==> src/rtl/kasumi_pkg.sv <==
// Shared types and constants for the Kasumi core memory/write-back stage.
// Holds the stage FSM encoding, RV32I funct3 width codes and the
// misalignment predicate used when MISALIGN_CHECK_EN is defined.
package kasumi_pkg;

  typedef enum logic [1:0] {
    IDLE = 2'd0,
    REQ  = 2'd1,
    WAIT = 2'd2,
    WB   = 2'd3
  } state_e;

  // Load widths
  localparam logic [2:0] F3_LB  = 3'b000;
  localparam logic [2:0] F3_LH  = 3'b001;
  localparam logic [2:0] F3_LW  = 3'b010;
  localparam logic [2:0] F3_LBU = 3'b100;
  localparam logic [2:0] F3_LHU = 3'b101;

  // Store widths
  localparam logic [2:0] F3_SB  = 3'b000;
  localparam logic [2:0] F3_SH  = 3'b001;
  localparam logic [2:0] F3_SW  = 3'b010;

  // True when the low address bits are not aligned to the access width.
  // Unknown load widths behave as LW and unknown store widths as SW.
  function automatic logic is_misaligned(input logic       is_load,
                                         input logic [2:0] funct3,
                                         input logic [1:0] a);
    logic bad;
    bad = 1'b0;
    if (is_load) begin
      case (funct3)
        F3_LB, F3_LBU: bad = 1'b0;
        F3_LH, F3_LHU: bad = a[0];
        default:       bad = (a != 2'b00);
      endcase
    end else begin
      case (funct3)
        F3_SB:   bad = 1'b0;
        F3_SH:   bad = a[0];
        default: bad = (a != 2'b00);
      endcase
    end
    return bad;
  endfunction

endpackage

==> src/rtl/mem_wb_stage_lsu_align.sv <==
// lsu_align: combinational byte-lane handling for the memory stage.
// Load side picks the addressed byte/half out of the read word and
// sign/zero extends it; store side builds the byte strobes and the
// lane-replicated write data. Word accesses ignore the low address bits.
module lsu_align
  import kasumi_pkg::*;
(
  input  logic [2:0]  ld_funct3,
  input  logic [1:0]  ld_a,
  input  logic [31:0] ld_rdata,
  output logic [31:0] ld_data,
  input  logic [2:0]  st_funct3,
  input  logic [1:0]  st_a,
  input  logic [31:0] st_data,
  output logic [3:0]  st_wstrb,
  output logic [31:0] st_wdata
);

  logic [7:0]  ld_byte_s;
  logic [15:0] ld_half_s;

  // Load lane select followed by width/sign extension
  always_comb begin
    ld_byte_s = 8'h00;
    ld_half_s = 16'h0000;
    ld_data   = 32'h0000_0000;
    case (ld_a)
      2'd0:    ld_byte_s = ld_rdata[7:0];
      2'd1:    ld_byte_s = ld_rdata[15:8];
      2'd2:    ld_byte_s = ld_rdata[23:16];
      2'd3:    ld_byte_s = ld_rdata[31:24];
      default: ld_byte_s = 8'h00;
    endcase
    if (ld_a[1]) begin
      ld_half_s = ld_rdata[31:16];
    end else begin
      ld_half_s = ld_rdata[15:0];
    end
    case (ld_funct3)
      F3_LB:   ld_data = {{24{ld_byte_s[7]}}, ld_byte_s};
      F3_LBU:  ld_data = {24'h00_0000, ld_byte_s};
      F3_LH:   ld_data = {{16{ld_half_s[15]}}, ld_half_s};
      F3_LHU:  ld_data = {16'h0000, ld_half_s};
      default: ld_data = ld_rdata;
    endcase
  end

  // Store strobes and replicated data so any lane sees the right bytes
  always_comb begin
    st_wstrb = 4'b0000;
    st_wdata = 32'h0000_0000;
    case (st_funct3)
      F3_SB: begin
        st_wstrb = 4'b0001 << st_a;
        st_wdata = {4{st_data[7:0]}};
      end
      F3_SH: begin
        if (st_a[1]) begin
          st_wstrb = 4'b1100;
        end else begin
          st_wstrb = 4'b0011;
        end
        st_wdata = {2{st_data[15:0]}};
      end
      default: begin
        st_wstrb = 4'b1111;
        st_wdata = st_data;
      end
    endcase
  end

endmodule

==> src/rtl/mem_wb_stage.sv <==
// mem_wb_stage: memory-access and write-back stage of the Kasumi core.
// Accepts one EX result at a time, runs loads/stores over a valid/ready
// data-memory port and drives the register-file write port.
// Optional feature macro: MISALIGN_CHECK_EN (faults misaligned LH/LHU/SH
// and LW/SW instead of issuing them; undefined by default).
module mem_wb_stage
  import kasumi_pkg::*;
#(
  parameter int XLEN = 32
) (
  input  logic            clk,
  input  logic            rst,
  input  logic            ex_valid,
  output logic            ex_ready,
  input  logic            ex_rd_we,
  input  logic [4:0]      ex_rd_addr,
  input  logic            ex_is_load,
  input  logic            ex_is_store,
  input  logic [2:0]      ex_funct3,
  input  logic [XLEN-1:0] ex_alu_result,
  input  logic [XLEN-1:0] ex_store_data,
  output logic            dmem_req_valid,
  input  logic            dmem_req_ready,
  output logic [XLEN-1:0] dmem_addr,
  output logic            dmem_we,
  output logic [3:0]      dmem_wstrb,
  output logic [XLEN-1:0] dmem_wdata,
  input  logic            dmem_rsp_valid,
  input  logic [XLEN-1:0] dmem_rdata,
  output logic            is_write,
  output logic [4:0]      wb_addr,
  output logic [XLEN-1:0] wb_data,
  output logic            misalign_fault
);

  state_e            state_q, state_d;
  logic              is_load_q, is_load_d;
  logic              rd_we_q, rd_we_d;
  logic [4:0]        rd_addr_q, rd_addr_d;
  logic [2:0]        funct3_q, funct3_d;
  logic [1:0]        a_q, a_d;
  logic              req_valid_q, req_valid_d;
  logic [XLEN-1:0]   addr_q, addr_d;
  logic              we_q, we_d;
  logic [3:0]        wstrb_q, wstrb_d;
  logic [XLEN-1:0]   wdata_q, wdata_d;
  logic              is_write_q, is_write_d;
  logic [4:0]        wb_addr_q, wb_addr_d;
  logic [XLEN-1:0]   wb_data_q, wb_data_d;
  logic              fault_q, fault_d;

  logic              ex_ready_s;
  logic              accept_s;
  logic              misalign_s;
  logic              mem_op_s;
  logic [XLEN-1:0]   ld_data_s;
  logic [3:0]        st_wstrb_s;
  logic [XLEN-1:0]   st_wdata_s;

  // Store side uses the incoming instruction, load side the captured one
  lsu_align u_lsu_align (
    .ld_funct3 (funct3_q),
    .ld_a      (a_q),
    .ld_rdata  (dmem_rdata),
    .ld_data   (ld_data_s),
    .st_funct3 (ex_funct3),
    .st_a      (ex_alu_result[1:0]),
    .st_data   (ex_store_data),
    .st_wstrb  (st_wstrb_s),
    .st_wdata  (st_wdata_s)
  );

  assign mem_op_s   = ex_is_load | ex_is_store;
  assign ex_ready_s = ~rst & ((state_q == IDLE) | (state_q == WB));
  assign accept_s   = ex_valid & ex_ready_s;

`ifdef MISALIGN_CHECK_EN
  assign misalign_s = mem_op_s & is_misaligned(ex_is_load, ex_funct3, ex_alu_result[1:0]);
`else
  assign misalign_s = 1'b0;
`endif

  // Next-state and next-output logic for the stage FSM
  always_comb begin
    state_d     = state_q;
    is_load_d   = is_load_q;
    rd_we_d     = rd_we_q;
    rd_addr_d   = rd_addr_q;
    funct3_d    = funct3_q;
    a_d         = a_q;
    req_valid_d = req_valid_q;
    addr_d      = addr_q;
    we_d        = we_q;
    wstrb_d     = wstrb_q;
    wdata_d     = wdata_q;
    is_write_d  = 1'b0;
    wb_addr_d   = wb_addr_q;
    wb_data_d   = wb_data_q;
    fault_d     = 1'b0;

    case (state_q)
      IDLE, WB: begin
        // WB lasts one cycle unless a new instruction takes over
        state_d = IDLE;
        if (accept_s) begin
          is_load_d = ex_is_load;
          rd_we_d   = ex_rd_we;
          rd_addr_d = ex_rd_addr;
          funct3_d  = ex_funct3;
          a_d       = ex_alu_result[1:0];
          if (mem_op_s) begin
            if (misalign_s) begin
              state_d = IDLE;
              fault_d = 1'b1;
            end else begin
              state_d     = REQ;
              req_valid_d = 1'b1;
              addr_d      = {ex_alu_result[XLEN-1:2], 2'b00};
              we_d        = ex_is_store & ~ex_is_load;
              if (ex_is_store & ~ex_is_load) begin
                wstrb_d = st_wstrb_s;
                wdata_d = st_wdata_s;
              end else begin
                wstrb_d = 4'b0000;
                wdata_d = {XLEN{1'b0}};
              end
            end
          end else begin
            state_d    = WB;
            is_write_d = ex_rd_we;
            wb_addr_d  = ex_rd_addr;
            wb_data_d  = ex_alu_result;
          end
        end else begin
          state_d = IDLE;
        end
      end

      REQ: begin
        if (dmem_req_ready) begin
          req_valid_d = 1'b0;
          addr_d      = {XLEN{1'b0}};
          we_d        = 1'b0;
          wstrb_d     = 4'b0000;
          wdata_d     = {XLEN{1'b0}};
          if (is_load_q) begin
            state_d = WAIT;
          end else begin
            state_d = IDLE;
          end
        end else begin
          state_d = REQ;
        end
      end

      WAIT: begin
        if (dmem_rsp_valid) begin
          state_d    = WB;
          is_write_d = rd_we_q;
          wb_addr_d  = rd_addr_q;
          wb_data_d  = ld_data_s;
        end else begin
          state_d = WAIT;
        end
      end

      default: begin
        state_d = IDLE;
      end
    endcase
  end

  // State and output registers with synchronous reset
  always_ff @(posedge clk) begin
    if (rst) begin
      state_q     <= IDLE;
      is_load_q   <= 1'b0;
      rd_we_q     <= 1'b0;
      rd_addr_q   <= 5'd0;
      funct3_q    <= 3'd0;
      a_q         <= 2'd0;
      req_valid_q <= 1'b0;
      addr_q      <= {XLEN{1'b0}};
      we_q        <= 1'b0;
      wstrb_q     <= 4'b0000;
      wdata_q     <= {XLEN{1'b0}};
      is_write_q  <= 1'b0;
      wb_addr_q   <= 5'd0;
      wb_data_q   <= {XLEN{1'b0}};
      fault_q     <= 1'b0;
    end else begin
      state_q     <= state_d;
      is_load_q   <= is_load_d;
      rd_we_q     <= rd_we_d;
      rd_addr_q   <= rd_addr_d;
      funct3_q    <= funct3_d;
      a_q         <= a_d;
      req_valid_q <= req_valid_d;
      addr_q      <= addr_d;
      we_q        <= we_d;
      wstrb_q     <= wstrb_d;
      wdata_q     <= wdata_d;
      is_write_q  <= is_write_d;
      wb_addr_q   <= wb_addr_d;
      wb_data_q   <= wb_data_d;
      fault_q     <= fault_d;
    end
  end

  assign ex_ready       = ex_ready_s;
  assign dmem_req_valid = req_valid_q;
  assign dmem_addr      = addr_q;
  assign dmem_we        = we_q;
  assign dmem_wstrb     = wstrb_q;
  assign dmem_wdata     = wdata_q;
  assign is_write       = is_write_q;
  assign wb_addr        = wb_addr_q;
  assign wb_data        = wb_data_q;
  assign misalign_fault = fault_q;

endmodule

==> config.mk <==
export PLATFORM = sky130hd
export DESIGN_NAME = mem_wb_stage
export DESIGN_NICKNAME = d
export VERILOG_FILES = /design/src/rtl/kasumi_pkg.sv /design/src/rtl/mem_wb_stage_lsu_align.sv /design/src/rtl/mem_wb_stage.sv
export SDC_FILE = /design/constraint.sdc
export NUM_CORES = 1
export LEC_CHECK = 0
export CAP_MARGIN = 20
export CORE_ASPECT_RATIO = 0.6
export CORE_MARGIN = 2
export CORE_UTILIZATION = 48
export DETAILED_ROUTE_END_ITERATION = 7
export PLACE_DENSITY_LB_ADDON = 0.15
export SETUP_SLACK_MARGIN = 0.05
export SYNTH_ARGS = -nofsm -noshare
export SYNTH_HDL_FRONTEND = slang
export SYNTH_SLANG_ARGS = --single-unit
==> constraint.sdc <==
create_clock -name clk -period 4.3 [get_ports clk]
set_input_delay 0.86 -clock clk [delete_from_list [all_inputs] [get_ports clk]]
set_output_delay 0.86 -clock clk [all_outputs]
set_load 0.02 [all_outputs]
* Yosys cells after proc, flatten, opt, wreduce, memory -nomap -nowiden
Index checks and enable logic that the tools add are counted.
Operators by class: reductions and logical operators 10, eq/ne operators 15, mux-type cells 44, bitwise logic cells 7, shift-type cells 1
Operators with widths (number):
- two-way mux 32 bit | 9
- one-hot mux 32 bit (2 select lines) | 4
- one-hot mux 32 bit (4 select lines) | 1
- one-hot mux 8 bit (4 select lines) | 1
- two-way mux 4 bit | 5
- two-way mux 16 bit | 1
- one-hot mux 4 bit (2 select lines) | 2
- two-way mux 5 bit | 3
- != test 2 bit, second input constant | 5
- one-hot mux 5 bit (2 select lines) | 1
- two-way mux 1 bit | 9
- == test 2 bit, second input constant | 4
- two-way mux 2 bit | 4
- AND reduction 4 bit | 2
- == test 3 x 1 -> 1 bit, second input constant | 2
- == test 3 bit, second input constant | 2
- zero test 3 bit | 2
- one-hot mux 1 bit (2 select lines) | 3
- one-hot mux 2 bit (3 select lines) | 1
- == test 2 x 1 -> 1 bit, second input constant | 2
- zero test 2 bit | 2
- nonzero test 2 bit | 2
- left shift 1 x 2 -> 4 bit, first input constant | 1
- bitwise AND 1 bit | 3
- 4 further kinds | 6
Storage, ports and cells: register bits 122, input port bits 112

* Logic depth before layout (Yosys ltp)
word-level depth 6, mapped depth 10, gate-level depth less buffers 6

* Hierarchy
Synthesis repeated with hierarchy kept, for this count alone.
Unflattened totals: cell total of the unflattened synthesis 667, area, all modules 5763.0 um^2
Modules (own cells, without submodules):
- mem_wb_stage | cells an instance 483, area each 4668.2 um^2, times used 1
- lsu_align | cells an instance 184, area each 1094.8 um^2, times used 1

* Worst setup path before layout
No wires, ideal clock.
path type input -> output, start point input rst, end point output ex_ready, data arrival time 1.654 ns, path buffers 3, setup slack 1.786 ns, stages on the path 4, cells stage by stage buf_6 -> clkbuf_1 -> clkbuf_1 -> nor2b_1
On the way: word-level cells in the longest chain between the ends 2
Ends and longest elaborated chain:
- from (decl) | line mem_wb_stage.sv:12 | input logic rst,
- inverter 1 bit | line mem_wb_stage.sv:74 | assign ex_ready_s = ~rst & ((state_q == IDLE) | (state_q == WB));
- bitwise AND 1 bit | line mem_wb_stage.sv:74
- to (decl) | line mem_wb_stage.sv:14 | output logic ex_ready,
No other way between the ends.

* Worst setup path in the final report
start point register state_q[0], end point output ex_ready
On the way: word-level cells in the longest chain between the ends 3, elaborated cells between the ends (all ways) 4
Ends and longest elaborated chain:
- from (decl) | line mem_wb_stage.sv:36 | state_e state_q, state_d;
- from (signal assigned) | line mem_wb_stage.sv:192 | state_q <= state_d;
- == test 2 bit or zero test 2 bit (tied branches) | line mem_wb_stage.sv:74
- bitwise OR 1 bit (*) | line mem_wb_stage.sv:74
- bitwise AND 1 bit (*) | line mem_wb_stage.sv:74
Every way passes the cells marked *; elsewhere a longest branch is shown, timed or not.

==> results.cfg <==
[drt]
met3RoutedLength_um = 1757
wl_um = 18570
first_pass_iters = 8
drc = 0
avgRoutedWirePerCell_um = 19.05
drt_iter0_markers = 467
met2_wirelength_um = 7930
viasPerCell = 5.744
top_layer = met4
num_vias = 5600
drt-met1-wl_um = 8635
drtAntennaViolNets = 0

[sta]
post-route-min-period_ns = 2.982
maxSlewViolCount = 0
layout_setup_ws_ns = 1.318
period_share = 0.6935
relSlewSlack = 0.4229
hold_violations = 0
hold_slack_ns = 0.4540
fin_skew_ns = 0.01024
tightestPinTransition_ns = 0.8647
setup_viol = 0
setup-tns-final_ns = 0
rsz0062_at_grt = no
fmax_mhz = 335.4

[power_and_ir_drop]
p_leak_nw = 3.180
power_density_nw_per_um2 = 390.5
power_mw = 3.313
peakVddDrop_mv = 0.3189

[cts]
cts_max_level = 4
tritoncts = built
clk_pin_slew_ns = 0.06
cts_hold_buffers = 0
cts_made_buffers = 17
post_cts_resized = 0
root_buffer = clkbuf_16
clkLatencyLatePin_ns = 0.42
cts_setup_buffers = 0
numClockSinks = 120
clockBufferDepth = 2

[layout]
antenna_cells = 0
fin_util = 0.7412
final_cell_area_um2 = 8486
fin_nets = 916
syn_to_final_growth_pct = 48.47
layoutNonFillerInstCount = 975
drive_above_1_share = 0.1104

[worst_hold_path]
hp-class = flop to flop

[synth]
syn_area_per_cell_um2 = 9.324
syn_area_um2 = 5715
yosysWarningCount = 0
synth.area.top_cells = dfxtp_1 42%, a22o_1 9.0%, mux2i_1 5.4%
synth-seq-area-share = 0.4203
yosysMostFrequentCell = dfxtp_1
synthFlopType = dfxtp_1
yosysTopAreaCellShare = 0.4203
async_flop_share = 0
synth_cell_types = 50
ys_ff_latch = 120
synth-edff-count = 0
synth_top_area_cell = dfxtp_1
syn_inst = 613
synthTopCellsByCount = 120 x dfxtp_1, 62 x nand2_1, 59 x a22o_1, 35 x nor2_1, 31 x mux2i_1

[worst_setup_path]
path_cells = inv_1, ha_2, nor2b_1, clkdlybuf4s50_1
worstPathArrival_ns = 2.12
startpoint_type = flop
crit_path_end_kind = output port
cp_slowest_cell = clkdlybuf4s50_1
critPathKind = flop to output port
slowest_delay_ns = 0.65
cp.required_ns = 3.44
crit_path_max_fanout = 10

[grt]
grt_pass1_wl_um = 28120
grt_usage = 0.2863
overflow = 0
grt_max_degree = 76
antenna_found_initial = 0
grt_pass1_vias = 5294

[die]
num_rows = 30
die_h_um = 88.53
die-area_um2 = 12830
io_pins = 222
coreArea_um2 = 11450
die_x_um = 144.9
start_util = 0.4992

[flow_run]
cap_violations = 0

[status]
run_status = completed

[placement]
place.gp.congestion = 0.8935
place.port_buffers = 218
dp.final_hpwl_um = 13320
postPlaceCellArea_um2 = 7871
dp_cells = 942
place_ws_ns = 1.273
==> final timing paths <==
check                         from                         end  slack, ns  cells after the start
max          state_q[0]$_SDFF_PP0_                    ex_ready       1.32                      4
min           dmem_we$_SDFFE_PP0P_        dmem_we$_SDFFE_PP0P_       0.45                      2
max reg2reg  state_q[0]$_SDFF_PP0_  dmem_wdata[8]$_SDFFE_PP0P_       1.98                      6
min reg2reg   dmem_we$_SDFFE_PP0P_        dmem_we$_SDFFE_PP0P_       0.45                      2
==> where the power goes <==
group	internal, mW	switching, mW	total (mW)
clock	0.942	0.528	1.47
combinational	0.303	0.319	0.622
sequential	1.18	0.0449	1.22
==> layer usage <==
layer,global-route usage,vias up
li1,-,2638
met1,0.4129,2654
met2,0.4164,283
met3,0.08333,25
met4,0.08297,0
met5,0,-
==> cell usage in the layout, fill, tap and decap left out, types with 4 or more instances in the layout <==
| cell type | n |
|---|---|
| or2_2 | 20 |
| nor2b_1 | 13 |
| a32o_1 | 24 |
| a21oi_1 | 17 |
| nand2_1 | 62 |
| a211oi_1 | 14 |
| mux2i_1 | 31 |
| nand4_1 | 16 |
| o221ai_1 | 7 |
| mux2_2 | 9 |
| inv_1 | 20 |
| buf_4 | 12 |
| o21ai_0 | 15 |
| nor3b_1 | 6 |
| nand2b_1 | 10 |
| o21ai_1 | 4 |
| o32ai_2 | 8 |
| clkdlybuf4s50_1 | 217 |
| nand3b_1 | 13 |
| clkbuf_16 | 17 |
| nor2_1 | 34 |
| a22o_1 | 59 |
| a31oi_1 | 17 |
| dfxtp_1 | 120 |
==> sequential cells by signal (all words and copies together), names as in the netlist, 2 cells and up <==
signal	flops
dmem_wdata	32
wb_data	32
dmem_addr	30
rd_addr_q	5
wb_addr	5
dmem_wstrb	4
funct3_q	3
a_q	2
state_q	2
==> area by class of cell <==
cell class	count	area, µm²
clock buffer	21	460.4
clock inverter	11	146.4
inverter	20	75.07
sequential	120	2402
tap	160	200.2
timing repair buffer	230	2267
fill	830	2963
multi-input combinational	413	2934
==> logic make-up (layout without fill, tap and decap cells) <==
| logic type | count (synthesis) | in the layout | share of synthesized area |
|---|---|---|---|
| simple gates | 193 | 193 | 0.1782 |
| flops | 120 | 120 | 0.4203 |
| fa+ha+maj | 2 | 2 | 0.004378 |
| other cells | 1 | 3 | 0.0006561 |
| compound gates | 175 | 175 | 0.2550 |
| buf+inv | 82 | 282 | 0.06940 |
| mux | 40 | 40 | 0.07202 |
==> critical path: cells and delay by family, from the launching register on <==
family                   cells  cell delay, ns
adder cells (fa/ha/maj)      1            0.43
AND/OR/NAND/NOR              1            0.25
flip-flops                   1            0.33
buffers and inverters        2            0.70
No activity file was read; power rests on OpenSTA's default activity.
